$ cat src/rtl/cpu_types_pkg.sv
// Shared CPU pipeline types: stage-register states and inter-stage payload structs.
// Payload structs are cast to the stage DATA_W at instantiation.
package cpu_types_pkg;

    typedef enum logic [1:0] {
        PS_EMPTY = 2'd0,
        PS_ONE   = 2'd1,
        PS_FULL  = 2'd2
    } pstage_state_t;

    typedef struct packed {
        logic [31:0] instr;
        logic [31:0] npc;
    } ifid_t;

    function automatic logic [1:0] pstage_occ(input pstage_state_t s);
        case (s)
            PS_ONE:  return 2'd1;
            PS_FULL: return 2'd2;
            default: return 2'd0;
        endcase
    endfunction

endpackage

$ cat src/rtl/sat_counter.sv
// Saturating event counter for performance monitoring; clear beats increment.
// Latency: count reflects inc/clr one cycle later; no backpressure.
module sat_counter #(
    parameter int W = 16
) (
    input  logic         CLK,
    input  logic         RST,
    input  logic         inc,
    input  logic         clr,
    output logic [W-1:0] count
);

    always_ff @(posedge CLK) begin
        if (RST) begin
            count <= '0;
        end else if (clr) begin
            count <= '0;
        end else if (inc && (count != {W{1'b1}})) begin
            count <= count + W'(1);
        end
    end

endmodule

$ cat src/rtl/pipe_stage.sv
// Valid/ready pipeline register with optional 2-entry skid, flush and stall counter.
// Latency 1 cycle; with skid, in_ready depends on state only (no path from out_ready).
module pipe_stage
    import cpu_types_pkg::*;
#(
    parameter int                DATA_W     = 64,
    parameter logic [DATA_W-1:0] RESET_VAL  = '0,
    parameter bit                FLUSH_ZERO = 1'b1,
    parameter bit                SKID_EN    = 1'b1,
    parameter int                CNT_W      = 16
) (
    input  logic              CLK,
    input  logic              RST,
    input  logic              in_valid,
    output logic              in_ready,
    input  logic [DATA_W-1:0] in_data,
    input  logic              flush,
    output logic              out_valid,
    input  logic              out_ready,
    output logic [DATA_W-1:0] out_data,
    output logic [1:0]        occupancy,
    output logic [CNT_W-1:0]  stall_cnt,
    input  logic              stall_clr
);

    pstage_state_t     state;
    logic [DATA_W-1:0] main_q;
    logic [DATA_W-1:0] skid_q;
    logic              in_fire;
    logic              out_fire;

    assign out_valid = (state != PS_EMPTY);
    assign in_ready  = SKID_EN ? ((state != PS_FULL) && !RST)
                               : ((!out_valid || out_ready) && !RST);
    assign in_fire   = in_valid && in_ready;
    assign out_fire  = out_valid && out_ready;
    assign out_data  = main_q;
    assign occupancy = pstage_occ(state);

    always_ff @(posedge CLK) begin
        if (RST) begin
            state  <= PS_EMPTY;
            main_q <= RESET_VAL;
        end else if (flush) begin
            state <= PS_EMPTY;
            if (FLUSH_ZERO) main_q <= RESET_VAL;
        end else begin
            case (state)
                PS_EMPTY: begin
                    if (in_fire) begin
                        main_q <= in_data;
                        state  <= PS_ONE;
                    end
                end
                PS_ONE: begin
                    if (in_fire && out_fire) begin
                        main_q <= in_data;
                    end else if (in_fire && SKID_EN) begin
                        state <= PS_FULL;
                    end else if (out_fire) begin
                        state <= PS_EMPTY;
                    end
                end
                PS_FULL: begin
                    if (out_fire) begin
                        main_q <= skid_q;
                        state  <= PS_ONE;
                    end
                end
                default: state <= PS_EMPTY;
            endcase
        end
    end

    generate
        if (SKID_EN) begin : g_skid
            // Skid only captures when the main entry cannot drain this cycle.
            always_ff @(posedge CLK) begin
                if (RST) begin
                    skid_q <= RESET_VAL;
                end else if (flush) begin
                    if (FLUSH_ZERO) skid_q <= RESET_VAL;
                end else if ((state == PS_ONE) && in_fire && !out_fire) begin
                    skid_q <= in_data;
                end
            end
        end else begin : g_noskid
            assign skid_q = RESET_VAL;
        end
    endgenerate

    sat_counter #(.W(CNT_W)) u_stall_cnt (
        .CLK   (CLK),
        .RST   (RST),
        .inc   (out_valid && !out_ready && !flush),
        .clr   (stall_clr),
        .count (stall_cnt)
    );

endmodule
$ cat config.mk
export PLATFORM = sky130hd
export DESIGN_NAME = pipe_stage
export DESIGN_NICKNAME = d
export VERILOG_FILES = /design/src/rtl/cpu_types_pkg.sv /design/src/rtl/sat_counter.sv /design/src/rtl/pipe_stage.sv
export SDC_FILE = /design/constraint.sdc
export NUM_CORES = 1
export LEC_CHECK = 0
export CAP_MARGIN = 40
export CORE_UTILIZATION = 45
export CTS_CLUSTER_DIAMETER = 30
export CTS_CLUSTER_SIZE = 10
export DETAILED_ROUTE_END_ITERATION = 6
export PLACE_DENSITY = 0.72
export SYNTH_ARGS = -nofsm -noshare
export SYNTH_HDL_FRONTEND = slang
export SYNTH_HIERARCHICAL = 1
export SYNTH_SLANG_ARGS = --single-unit
$ cat constraint.sdc
create_clock -name CLK -period 2.2 [get_ports CLK]
set_input_delay 0.66 -clock CLK [delete_from_list [all_inputs] [get_ports CLK]]
set_output_delay 0.66 -clock CLK [all_outputs]
set_load 0.1 [all_outputs]
---- Yosys cells after proc, flatten, opt, wreduce, memory -nomap -nowiden ----
Index checks and enable logic that the tools add are counted.
storage, ports and cells
  bits in registers ....................... 146
  latch bits .............................. 0
  bits in writable memories ............... 0
  ROM bits ................................ 0
  output and inout port bits .............. 84
  word-level logic and storage cells ...... 45
  memories kept ........................... 0
operators by class
  add/sub/neg operators ................... 1
  $mul .................................... 0
  div/mod/pow operators ................... 0
  order comparisons ....................... 0
  equal/unequal tests ..................... 9
  shifts and indexed selects .............. 0
  multiplexer cells ....................... 11
  bitwise operators ....................... 0
  reduce and logical (&&, ||, !) cells .... 20
operator list
  kind                                                              count
  64-bit 2-to-1 mux                                                 3
  64-bit one-hot mux with 3 select lines                            1
  16-bit by 1-bit adder with 16-bit output (second input constant)  1
  16-bit inequality test (second input constant)                    1
  2-bit 2-to-1 mux                                                  5
  2-bit inequality test (second input constant)                     5
  1-bit logical AND                                                 9
  4-bit AND reduction                                               2
  2-bit one-hot mux with 3 select lines                             1
  1-bit zero test                                                   4
  2-bit one-hot mux with 2 select lines                             1
  2-bit OR reduction                                                2
  3-bit inequality test (second input constant)                     1
  3-bit nonzero test                                                1
  2-bit by 1-bit == test with 1-bit output (second input constant)  1
  2-bit == test (second input constant)                             1
  2-bit zero test                                                   1
  2-bit nonzero test                                                1

---- Longest topological paths before layout ----
  word-level depth ........................ 6
  gate-level depth with buffers ........... 8

---- Modules after synthesis ----
The synthesis kept the hierarchy.
modules (own cells, without submodules)
  module       times used  cells an instance  area an instance (sq um)  sequential area each (sq um)
  pipe_stage   1           623                5888.1                    2602.5
  sat_counter  1           102                917.1                     320.3

---- Least setup slack after synthesis ----
No wires, ideal clock.
  path type ............................... register to output
  from .................................... register state[0]
  to ...................................... output in_ready
  arrival ................................. 2.686 ns
  path slack .............................. -1.146 ns
  stages on the path, launching flop included .. 7
  path buffers ............................ 3
  cells stage by stage .................... dfxtp_1 -> nand2b_1 -> buf_4 -> buf_12 -> buf_12 -> inv_1 -> nor2_1
on the way
  cells in the longest elaborated chain, start to end .. 2
ends and longest elaborated chain
  item                    line              source
  from (decl)             pipe_stage.sv:26  pstage_state_t state;
  from (signal assigned)  pipe_stage.sv:42  state <= PS_EMPTY;
  from (signal assigned)  pipe_stage.sv:45  state <= PS_EMPTY;
  from (signal assigned)  pipe_stage.sv:52  state <= PS_ONE;
  2-bit inequality test   pipe_stage.sv:33  assign in_ready = SKID_EN ? ((state != PS_FULL) && !RST)
  1-bit logical AND       pipe_stage.sv:33
  to (decl)               pipe_stage.sv:15  output logic in_ready,
Every way passes these cells.

---- Worst setup path after layout ----
Same ends and word-level chain as after synthesis.

==> key figures <==
Status
  • Status: finished with violations
  • Violated checks: DRC

Setup path
  • Reg2reg path depth: 6
  • Startpoint types: flop
  • R2R Path Start: state[1]
  • Worst Path Arrival: between 1 and 1.5 ns
  • Crit. End Element: output port
  • RR Endpoint: u_stall_cnt/count[14]
  • Setup CP Type: flop to output port
  • Required time worst endpoint: about 1.5 ns
  • R2r setup slk: 0.45 ns
  • CP Max Fanout: 8

Yosys
  • Area fraction of the dominant cell type after synthesis: a little over two fifths
  • Largest cells by area after synthesis: dfxtp_1 (43%), mux2i_1 (10%), a311oi_1 (8.4%), a211oi_1 (7.4%), a21oi_1 (5.2%)
  • Ys async rst share: 0%
  • Avg Cell Area, Syn: around 9.4 um^2
  • Cell area after synthesis: 6810 um^2
  • Synth Net Count: slightly below 800
  • Post-synth EDFFs: 0
  • Seq/Total Area, Yosys: 42.9%
  • Leading area contributor after synthesis: dfxtp_1
  • Top cells by count, synth: dfxtp_1 (146), a21oi_1 (71), mux2i_1 (71)
  • Post-synth cell types: 53
  • YS warnings: 6
  • Synth Flop Type: dfxtp_1
  • Count leader, synth: dfxtp_1
  • Post-Synthesis Cells: a little over 700
  • Synth Register Bits: about 150

Cells and area
  • Final Non-Filler Cells: approximately 1,000
  • Nets: around 920
  • Filler cell count: 1,210
  • Area Growth Syn to Fin: 33.8%
  • Share of cells above drive strength 1: 21.4%
  • Post-route cell area: 9110 um^2
  • Final core occ: 62.2%

Clock network
  • CTS sink cnt: about 150
  • Clock tree buffer depth: 2
  • Worst skew pair latency: about 0.42 ns
  • Post CTS Setup Buffer Count: 0
  • Total CTS buffers: 17
  • CTS H-Tree Depth: 4
  • Clock transition at the registers of the reported paths: roughly 0.060 ns
  • Hold-fix buffers at CTS: 0
  • Root Driver: clkbuf_16
  • CTS tree: yes

Floorplan
  • Die H: between 100 and 150 um
  • CORE AREA: between 10,000 and 15,000 um^2
  • # IOs: ~150
  • Die Span X: around 120 um
  • Die ar.: about 16,000 um^2
  • Initial Utilization: between 40% and 50%
  • # rows: 44

Power
  • Leakage power: ~3.6 nW
  • PD cells: approximately 730 nW/um^2
  • Power, Total: approximately 6.7 mW
  • Worst vdd ir: roughly 0.54 mV

Global route
  • Gr usage total: about 25%
  • First-pass GRT wire length: between 30,000 and 40,000 um
  • Vias in the first global route: between 6,000 and 7,000
  • GR Overflow Total: 0
  • Initial antenna violation count: 1
  • Largest net degree at the start of global routing: 66

Timing
  • Hold_ws: about 0.47 ns
  • Endpoints failing setup: 0
  • Fmax achieved: 473 MHz
  • Hold Vio Cnt, Final: 0
  • Slew HR: around two thirds
  • Unrepaired setup endpoints after global routing: no
  • Slew Limit Fails: 0
  • Period minus WS final: 2.11 ns
  • Final Cycle Share: just under 100%
  • Clock skew: about 0.010 ns
  • Slew @ Worst Pin: roughly 0.5 ns

Route
  • Initial DRC count: about 560
  • First-pass DRT Iterations: 7
  • DR WL/cell: ~19 um
  • Via count: 6,552
  • Post-route ant nets: 0
  • DRC viols: 40
  • Routed wire length: between 15,000 and 20,000 um
  • DR vias/cell: 6.26

Placement
  • Placed insts: just over 1,000
  • RePlAce Congestion: 0.844
  • Post-DP HPWL: around 13,000 um
  • Port bufs: 153
  • Placed cell areas: roughly 8500 um^2

Hold path
  • Hold Crit Endpoint: skid_q[42]
  • Hold Crit Class: flop to flop
  • Hold Crit Start: skid_q[42]
  • Hold Path Depth: 2

Flow run
  • Max Cap Viol: 0
-- placed cells by master, fill, tap and decap left out, types with 15 or more instances in the layout --
cell type | synthesis | layout
a211oi_1 | 67 | 67
a21oi_1 | 71 | 71
a311oi_1 | 65 | 65
buf_12 | 4 | 24
buf_4 | 5 | 102
clkbuf_16 | 0 | 17
clkdlybuf4s50_1 | 0 | 67
dfxtp_1 | 146 | 144
mux2i_1 | 71 | 71
nand2_1 | 15 | 15
nand3_1 | 69 | 69
o21ai_0 | 68 | 68
-- repair_timing --
item                       CTS  global route
hold endpoints to repair     0             0
setup endpoints to repair    1             0
resized for setup            1             0
-- critical path: stages (launching register included) --
cell	delay, ns
dfxtp_1	0.32
buf_4	0.15
nand2b_4	0.15
inv_1	0.11
nor2_4	0.13
buf_12	0.18
-- layer usage --
metal	GRT usage, %	part of all wire (%)	up-vias
met5	0	0.066	-
met4	8.39	1.7	2
met3	6.12	7.3	35
met2	42.9	49	267
met1	30.7	42	3197
li1	-	-	3051
-- through the flow --
step                      worst slack (ns)  TNS [ns]
after floorplan                     -0.390    -0.422
after global placement              -0.123     -1.02
after detailed placement            -0.165     -3.06
after CTS                           0.0518         0
after global routing                0.0255         0
final                               0.0853         0
-- power by group --
part	switching [mW]	internal, mW
Sequential	0.0296	2.69
Clock	1.09	1.87
Combinational	0.640	0.334
-- cell families (layout without fill, tap and decap cells) --
group | Yosys count | count (layout) | synth area share, %
adders and majority gates | 1 | 1 | 0.184
AOI/OAI and AO/OA | 287 | 287 | 28.1
DFF | 146 | 146 | 42.9
muxes | 71 | 71 | 10.4
buffers and inverters | 95 | 231 | 7.96
and+or+nand+nor | 125 | 125 | 10.4
other | 0 | 1 | 0
-- worst max path at each step --
| stage | from | to | slack, ns | cells past startpoint |
|---|---|---|---|---|
| 6_report | state[0] | in_ready | 0.09 | 5 |
| 5_1_grt | state[0] | in_ready | 0.03 | 5 |
| 4_1_cts | state[0] | in_ready | 0.05 | 5 |
| 3_5_place_dp | flush | u_stall_cnt/count[11] | -0.16 | 6 |
| 3_3_place_gp | flush | u_stall_cnt/count[11] | -0.12 | 6 |
| 2_1_floorplan | state[0] | in_ready | -0.39 | 6 |
-- state kept, by name, summed over array words and instances, names as in the netlist --
signal and flops:
skid_q 64, state 2, out_data 64, u_stall_cnt/count 16
-- area by class of cell --
type                    count  area, um^2  share of cell area, %
diodes                      1        2.50                 0.0275
clock buffers              24         482                   5.29
clock inverters             8         126                   1.39
inverters                   4        15.0                  0.165
multi-input cells         484        3400                   37.3
flip-flops and latches    146        2930                   32.1
well taps                 184         230                   2.53
repair buffers            195        1930                   21.2
Power figures use the tool's default switching activity.
